File: config.mk
export PLATFORM = sky130hd
export DESIGN_NAME = smg_display_arbiter
export DESIGN_NICKNAME = d
export VERILOG_FILES = /design/src/rtl/smg_display_arbiter.sv
export SDC_FILE = /design/constraint.sdc
export NUM_CORES = 1
export LEC_CHECK = 0
export CAP_MARGIN = 20
export CELL_PAD_IN_SITES_DETAIL_PLACEMENT = 1
export CELL_PAD_IN_SITES_GLOBAL_PLACEMENT = 2
export CORE_UTILIZATION = 27
export CTS_BUF_LIST = sky130_fd_sc_hd__clkbuf_8
export DETAILED_ROUTE_END_ITERATION = 7
export PLACE_DENSITY = 0.9
export SLEW_MARGIN = 20
export SYNTH_ARGS = -nofsm -noshare
export SYNTH_HDL_FRONTEND = slang
export SYNTH_SLANG_ARGS = --single-unit
File: constraint.sdc
create_clock -name CLK -period 2.5 [get_ports CLK]
set_input_delay 0.375 -clock CLK [delete_from_list [all_inputs] [get_ports CLK]]
set_output_delay 0.375 -clock CLK [all_outputs]
set_load 0.02 [all_outputs]
File: src/rtl/smg_display_arbiter.sv
// Two-source arbiter for a 4-digit 7-segment display: source A (alarm) has priority
// and may preempt, source B (status) gets the display once A's minimum lock expires.
module smg_display_arbiter #(
  parameter int unsigned HOLD_CYCLES = 25_000_000
) (
  input  logic        CLK,
  input  logic        RSTn,
  input  logic        Req_A,
  input  logic [15:0] Data_A,
  output logic        Ack_A,
  input  logic        Req_B,
  input  logic [15:0] Data_B,
  output logic        Ack_B,
  output logic [15:0] Number_Sig,
  output logic [1:0]  Source_Sig
);

  localparam int unsigned CNT_W = (HOLD_CYCLES > 1) ? $clog2(HOLD_CYCLES) : 1;
  localparam logic [CNT_W-1:0] RELOAD = CNT_W'(HOLD_CYCLES - 1);

  typedef enum logic [1:0] {
    IDLE   = 2'b00,
    LOCK_A = 2'b01,
    LOCK_B = 2'b10
  } state_t;

  state_t           state;
  logic [CNT_W-1:0] cnt;
  logic             elig_a;
  logic             elig_b;
  logic             take_a;
  logic             take_b;

  // A request seen while its own Ack is high is the tail of the one just accepted.
  assign elig_a = Req_A && !Ack_A;
  assign elig_b = Req_B && !Ack_B;

  always_comb begin
    take_a = 1'b0;
    take_b = 1'b0;
    case (state)
      IDLE: begin
        take_a = elig_a;
        take_b = !elig_a && elig_b;
      end
      LOCK_A: begin
        take_a = elig_a;
        take_b = !elig_a && elig_b && (cnt == '0);
      end
      LOCK_B: begin
        take_a = elig_a;
        take_b = !elig_a && elig_b;
      end
      default: begin
        take_a = 1'b0;
        take_b = 1'b0;
      end
    endcase
  end

  always_ff @(posedge CLK) begin
    if (!RSTn) begin
      state      <= IDLE;
      cnt        <= '0;
      Number_Sig <= '0;
      Source_Sig <= '0;
      Ack_A      <= 1'b0;
      Ack_B      <= 1'b0;
    end else begin
      Ack_A <= take_a;
      Ack_B <= take_b;
      if (take_a) begin
        state      <= LOCK_A;
        cnt        <= RELOAD;
        Number_Sig <= Data_A;
        Source_Sig <= 2'b01;
      end else if (take_b) begin
        state      <= LOCK_B;
        cnt        <= RELOAD;
        Number_Sig <= Data_B;
        Source_Sig <= 2'b10;
      end else if (state != IDLE) begin
        if (cnt == '0) begin
          state <= IDLE;
        end else begin
          cnt <= cnt - CNT_W'(1);
        end
      end
    end
  end

endmodule

-- Word-level counts from Yosys, hierarchy flattened
Index checks and enable logic that the tools add are counted.
W data, S select, Z words.
- flip-flop bits (word level): 47
- output and inout bits: 20
- add/subtract/negate cells: 1
- eq/ne operators: 3
- muxes and demuxes: 14
- bitwise gates (word level): 2
- reductions and logical operators: 23
- operator list (operator ; count):
    $mux W25 ; 4
    $mux W16 ; 2
    $logic_not A25 Y1 ; 1
    $sub A25 B1 Y25 const B ; 1
    $reduce_and A2 Y1 ; 4
    $reduce_bool A2 Y1 ; 4
    $mux W2 ; 3
    $reduce_bool A3 Y1 ; 2
    $reduce_or A3 Y1 ; 2
    $logic_and A1 B1 Y1 ; 4
    $mux W1 ; 4
    $reduce_or A2 Y1 ; 2
    $logic_not A1 Y1 ; 3
    $ne A3 B3 Y1 const B ; 1
    $eq A2 B1 Y1 const B ; 1
    $eq A2 B2 Y1 const B ; 1
    $logic_not A2 Y1 ; 1
    $not A1 Y1 ; 2
    $pmux W1 S2 ; 1

-- Depth between registers and ports, before layout
Gate-level depths: netlist of the first run.
- word-level depth: 8
- mapped depth: 9
- gate-level depth less buffers: 7

-- Least setup slack after synthesis of the first run
No wires, ideal clock.
- path type: register to register
- start point: reg cnt[2]
- end point: reg Number_Sig[11]
- library setup time: 133 ps
- arrival time: 2243 ps
- data required time: 2367 ps
- slack: 124 ps
- stages on the path, launching flop included: 10
- buffers on the path: 4
- period minus slack after synthesis: 2376 ps
- cells stage by stage: dfxtp_1 > or3_1 > buf_4 > or4_1 > buf_2 > o211ai_4 > and2_1 > buf_6 > buf_6 > a311oi_1
- word-level cells in the longest chain between the ends: 4
- ends and longest elaborated chain (what ; RTL line ; text):
    start, declared ; 28 ; logic [CNT_W-1:0] cnt;
    start signal, assigned ; 86 ; cnt <= cnt - CNT_W'(1);
    $logic_not A25 Y1 ; 48 ; take_b = !elig_a && elig_b && (cnt == '0);
    $logic_and A1 B1 Y1 ; 48 ;
    $pmux W1 S2 ; 41 ; case (state)
    $reduce_bool A2 Y1 (no source line) ; n/a ;
    end signal, assigned ; 75 ; Number_Sig <= Data_A;
    end signal, assigned ; 80 ; Number_Sig <= Data_B;
    end, declared ; 14 ; output logic [15:0] Number_Sig,
Every way passes these cells.
A chain may end at the register's enable or synchronous reset.

-- Worst setup path in the final report of the first run
- start point: reg cnt[5]
- end point: reg Number_Sig[12]
Same word-level chain as after synthesis.

==> metrics, run 1 <==
initial antenna violation count 0; maximum buffer depth of the clock tree 2; met2 layer wire length in the routed design 3.48 mm; critical path type flop to flop; maximum fanout count along the critical path 11; total non-filler cell area in the finished layout 3120 um2; first-iteration detailed-routing DRC count 81; required time worst endpoint 2.72 ns; number of buffers added by the clock tree synthesis step 5; initial core utilization 0.276; wire length on met1 3.09 mm; part of the power in combinational logic 0.277; data arrival time of the critical path 2.54 ns; global-route wire length before repair 11.5 mm; highest metal layer with signal wires met4; max-cap check violation count 0; power density over cell area 612 nW/um2; clock slew at the register clock pins of the worst setup and hold paths 0.11 ns; Post-Synthesis Mean Instance Area 8.46 um2; horizontal die dimension 93.5 um; most area-consuming cells after synthesis dfxtp_1 (42%), a21oi_1 (7.3%), a311oi_1 (6.2%), nand2_1 (5.8%), xor2_1 (4.7%); part of the cycle the worst path needs 0.927; number of antenna cells inserted 0; vias per cell 5.11; clk sink count 47; minimum period implied by the final worst setup slack 2.32 ns; Leak Pwr 0.00115 uW; internal power 1280 uW; met3 WL post-DR 282 um; area overhead of the layout relative to synthesis 38.3%; aggregate global routing overflow 0; top_reg_cell synth dfxtp_1; area fraction of the dominant cell type after synthesis 0.416; clk root buf clkbuf_8; status complete, no violations; post-synth top area cell dfxtp_1; maximum clock frequency 432 MHz; floorplan core area 8180 um2; final cell utilization of the core 0.382; Area after DPL 3020 um2; Via Count 2249; Post-Route Skew 0.0133 ns; endpoint kind of the worst setup timing path flop; maximum VDD drop 0.000240 V; Net Switching 629 uW; number of global-route vias before repair 2375; number of nets with antenna violations after detailed routing 0; Fin Setup TNS 0 ns; Die ar. 8740 um2; number of port buffers 55; register bit total from synthesis 47; yosys synthesis warning count 0; number of setup buffers added after CTS 0; detailed-route wire length 6.95 mm; clock network latency to the later pin of the worst-skew pair 0.31 ns; count of different cell masters after synthesis 39; fraction of registers with async set/reset 0; detailed placement HPWL 5.06 mm; number of pins exceeding their max-slew limit in the final report 0; TritonCTS clock tree done; Crit-path slowest cell or4_4; kind of start point of the critical path flop; Resized Gates After CTS 0; number of nets in the synthesized netlist 305; row count 33; register area share after synthesis 0.416; Die Height 93.5 um; Hold Vio Cnt, Final 0; final-layout fill cell count 977; most used standard cells in the synthesized netlist dfxtp_1 (47), nand2_1 (35), a21oi_1 (33), a311oi_1 (16), nor2_1 (13); count of pins on the block boundary 56; GRT Resource Usage Total 0.166; detailed-route wire length per cell 15.8 um; global placer's final weighted congestion 0.768; Gate Count Post-Synth 267; Slew @ Worst Pin 0.583 ns; Reg power frac 0.456; count of nets after finishing 372; unrepaired setup endpoints after global routing false; fraction of power spent switching nets 0.329; post-cts hold buffer count 0; largest net degree at the start of global routing 24; final count of negative-setup-slack endpoints 0; most used standard cell by instance count after synthesis dfxtp_1; number of enable flip-flop cells after synthesis 0; Slew HR 0.609; slowest stage delay, CP 0.59 ns; share of cells above drive strength 1 0.122; number of iterations in the first detailed-routing pass 3; area of the mapped netlist 2260 um2; cells traversed along the worst timing path or3_1 > or4_4 > o211ai_4 > buf_4 > a21oi_1 > a311oi_1; maximum level of the CTS H-tree 2; final routed DRC violation total 0; portion of total power attributed to the clock network 0.267; worst hold path class flop to flop
-- stage by stage --
step	setup slack [ns]	cells	power, uW	hold WS, ns
floorplan	0.124	267	1180	0.453
global placement	0.152	432	1400	0.473
detailed placement	0.0921	432	1420	0.487
CTS	0.0476	440	1930	0.504
global route	0.0385	440	2020	0.537
finish	0.183	440	1910	0.500
-- flip-flops by register name (all words and copies together), names as in the netlist --
| name | count |
|---|---|
| Ack_A | 1 |
| Ack_B | 1 |
| Number_Sig | 16 |
| Source_Sig | 2 |
| cnt | 25 |
| state | 2 |
-- layer usage --
layer / track usage / vias to the layer above
met3: 0.0366 / 9
met4: 0.0487 / 0
li1: - / 1108
met1: 0.202 / 1091
met2: 0.292 / 41
met5: 0 / -
-- kinds of logic after synthesis --
| family | synth area share |
|---|---|
| and+or+nand+nor | 0.210 |
| AOI/OAI and AO/OA | 0.254 |
| DFF | 0.416 |
| buffers and inverters | 0.0498 |
| xor gates and xnor gates | 0.0543 |
| adders and majority gates | 0.0111 |
| muxes | 0.00443 |
-- power by group through the flow --
stage	Combinational [uW]	Clock, uW	Sequential [uW]
finish	530	510	872
global route	577	557	883
CTS	532	523	873
detailed placement	530	0	888
global placement	514	0	887
floorplan	259	0	917
-- worst max-delay path: cells and delay by family (launching register included) --
family	cells	cell delay (ns)
AOI/OAI and AO/OA	3	0.64
buffers and inverters	1	0.24
DFF	1	0.35
and+or+nand+nor	2	0.99
-- cells in the final DEF (no fill, tap or decap), drive strengths merged, types with 6 or more instances in the layout --
cell,netlist,final
a21oi,33,33
a311oi,16,16
buf,7,24
clkdlybuf4s50,0,55
dfxtp,47,47
nand2,35,35
nor2,13,13
nor4,6,6
o21ai,11,11
or2,6,6
or3,8,8
or4,6,6
xor2,12,12
-- worst paths after layout --
| check | startpoint | to | slack, ns | depth (start not counted) |
|---|---|---|---|---|
| setup / recovery | cnt[5] | Number_Sig[12] | 0.18 | 6 |
| hold / removal | cnt[17] | cnt[17] | 0.50 | 2 |
| setup reg to reg | cnt[5] | Number_Sig[12] | 0.18 | 6 |
| hold reg to reg | cnt[17] | cnt[17] | 0.50 | 2 |
-- cell type report --
class	instances	area, um2	area share
Clock buffer	5	68.8	0.0220
Clock inverter	3	27.5	0.00881
Inverter	4	15.0	0.00481
Tap cell	105	131	0.0421
Sequential cell	47	941	0.301
Multi-Input combinational cell	197	1210	0.387
Timing Repair Buffer	79	731	0.234
(Power assumes the default switching activity.)
==> run 2, diff against run 1 <==
- SETUP_SLACK_MARGIN: unset -> 0.2
==> metrics, run 2 (synthesized netlist as in run 1, its figures left out) <==
clk root buf clkbuf_8; register ranked first by flip-flop count cnt; max FFs per register 25; number of global-route vias before repair 2364; detailed placement HPWL 5.07 mm; number of nets with antenna violations after detailed routing 0; final-layout fill cell count 981; required time worst endpoint 2.69 ns; total non-filler cell area in the finished layout 3200 um2; initial antenna violation count 0; Die Height 93.5 um; clk sink count 47; status complete, no violations; global placer's final weighted congestion 0.779; max-cap check violation count 0; count of nets after finishing 371; Slew HR 0.626; number of port buffers 55; non-filler instance count after layout 439; detailed-route wire length 6.96 mm; kind of start point of the critical path flop; Post-Route Skew 0.0121 ns; count of pins on the block boundary 56; part of the cycle the worst path needs 0.908; Area after DPL 3020 um2; data arrival time of the critical path 2.45 ns; vias per cell 5.11; Via Count 2242; number of antenna cells inserted 0; final cell utilization of the core 0.391; aggregate global routing overflow 0; maximum fanout count along the critical path 19; minimum period implied by the final worst setup slack 2.27 ns; worst hold path class flop to flop; storage element area 942 um2; Slew @ Worst Pin 0.557 ns; clock slew at the register clock pins of the worst setup and hold paths 0.09 ns; clock network latency to the later pin of the worst-skew pair 0.31 ns; initial core utilization 0.276; final-layout worst hold slack 0.495 ns; power density over cell area 628 nW/um2; number of iterations in the first detailed-routing pass 4; area overhead of the layout relative to synthesis 41.6%; critical path type flop to flop; top library cells by usage in the layout, fill and taps aside clkdlybuf4s50_1 (55), dfxtp_1 (46), nand2_1 (35), a21oi_1 (33), buf_4 (19); global-route wire length before repair 11.4 mm; first-iteration detailed-routing DRC count 68; largest net degree at the start of global routing 20; endpoint kind of the worst setup timing path flop; footprint of the multi-input gates 1250 um2; TritonCTS clock tree done; horizontal die dimension 93.5 um; detailed-route wire length per cell 15.8 um; row count 33; Hold Vio Cnt, Final 0; number of buffers added by the clock tree synthesis step 5; GRT Resource Usage Total 0.166; Leak Pwr 0.00118 uW; leading registers by flop count cnt (25), Number_Sig (16); Cell Count Post-Placement 429; maximum VDD drop 0.000226 V; final count of negative-setup-slack endpoints 0; maximum buffer depth of the clock tree 2; most common library cell in the layout ignoring fill and taps clkdlybuf4s50_1; Fin Setup TNS 0 ns; maximum clock frequency 441 MHz; floorplan core area 8180 um2; unrepaired setup endpoints after global routing true; reg-to-reg setup timing slack 0.23 ns; share of cells above drive strength 1 0.141; maximum level of the CTS H-tree 2; final routed DRC violation total 0; Die ar. 8740 um2; number of pins exceeding their max-slew limit in the final report 0
==> run 2: changes by cell type in the layout (fill, tap and decap cells not counted), sizes merged <==
| cell | before | now |
|---|---|---|
| inv | 5 | 4 |
| clkinv | 1 | 2 |
| bufinv | 0 | 1 |
| buf | 24 | 23 |
| clkinvlp | 1 | 0 |
==> run 2: per-stage QoR <==
stage | setup WS (ns) | total power [uW]
4_1_cts | 0.223 | 2020
5_1_grt | 0.166 | 2120
3_3_place_gp | 0.256 | 1400
6_report | 0.231 | 2010
3_5_place_dp | 0.189 | 1420
2_1_floorplan | 0.209 | 1180
==> run 2: critical path, cell delays in order (launching register included) <==
cell,delay [ns]
dfxtp_2,0.35
or3_4,0.40
or4_4,0.58
o211ai_4,0.32
and2_4,0.36
a311oi_1,0.13
==> run 2: layer usage <==
metal | global-route usage | vias to the layer above | part of all wire
met5 | 0 | - | 0
met4 | 0.0603 | 0 | 0.012
met3 | 0.0390 | 8 | 0.044
met2 | 0.285 | 43 | 0.50
met1 | 0.201 | 1083 | 0.44
li1 | - | 1108 | -
==> run 2: final cells by class <==
type / count / share of cell area
Clock buffer: 5 / 0.0215
Tap cell: 105 / 0.0411
Timing Repair Buffer: 78 / 0.233
Sequential cell: 47 / 0.294
Inverter: 4 / 0.00469
Clock inverter: 3 / 0.0149
Multi-Input combinational cell: 197 / 0.390
==> run 2: report_power, final <==
part | total (uW) | switching [uW] | internal, uW
Clock | 589 | 286 | 304
Combinational | 544 | 278 | 266
Sequential | 876 | 56.6 | 820
Total | 2010 | 621 | 1390
==> run 2: path summary, 6_finish.rpt <==
kind | cells after the start | start | to
worst min-delay path | 2 | cnt[17] | cnt[17]
worst max register to register | 5 | cnt[5] | Number_Sig[7]
worst min register to register | 2 | cnt[17] | cnt[17]
worst max-delay path | 5 | cnt[5] | Number_Sig[7]
==> run 2: repair_timing <==
item | CTS | global route
setup endpoints to repair | 6 | 37
hold buffers | 0 | 0
hold endpoints to repair | 0 | 0
setup buffers | 0 | 2
pin swaps | 2 | 1
resized for setup | 3 | 8
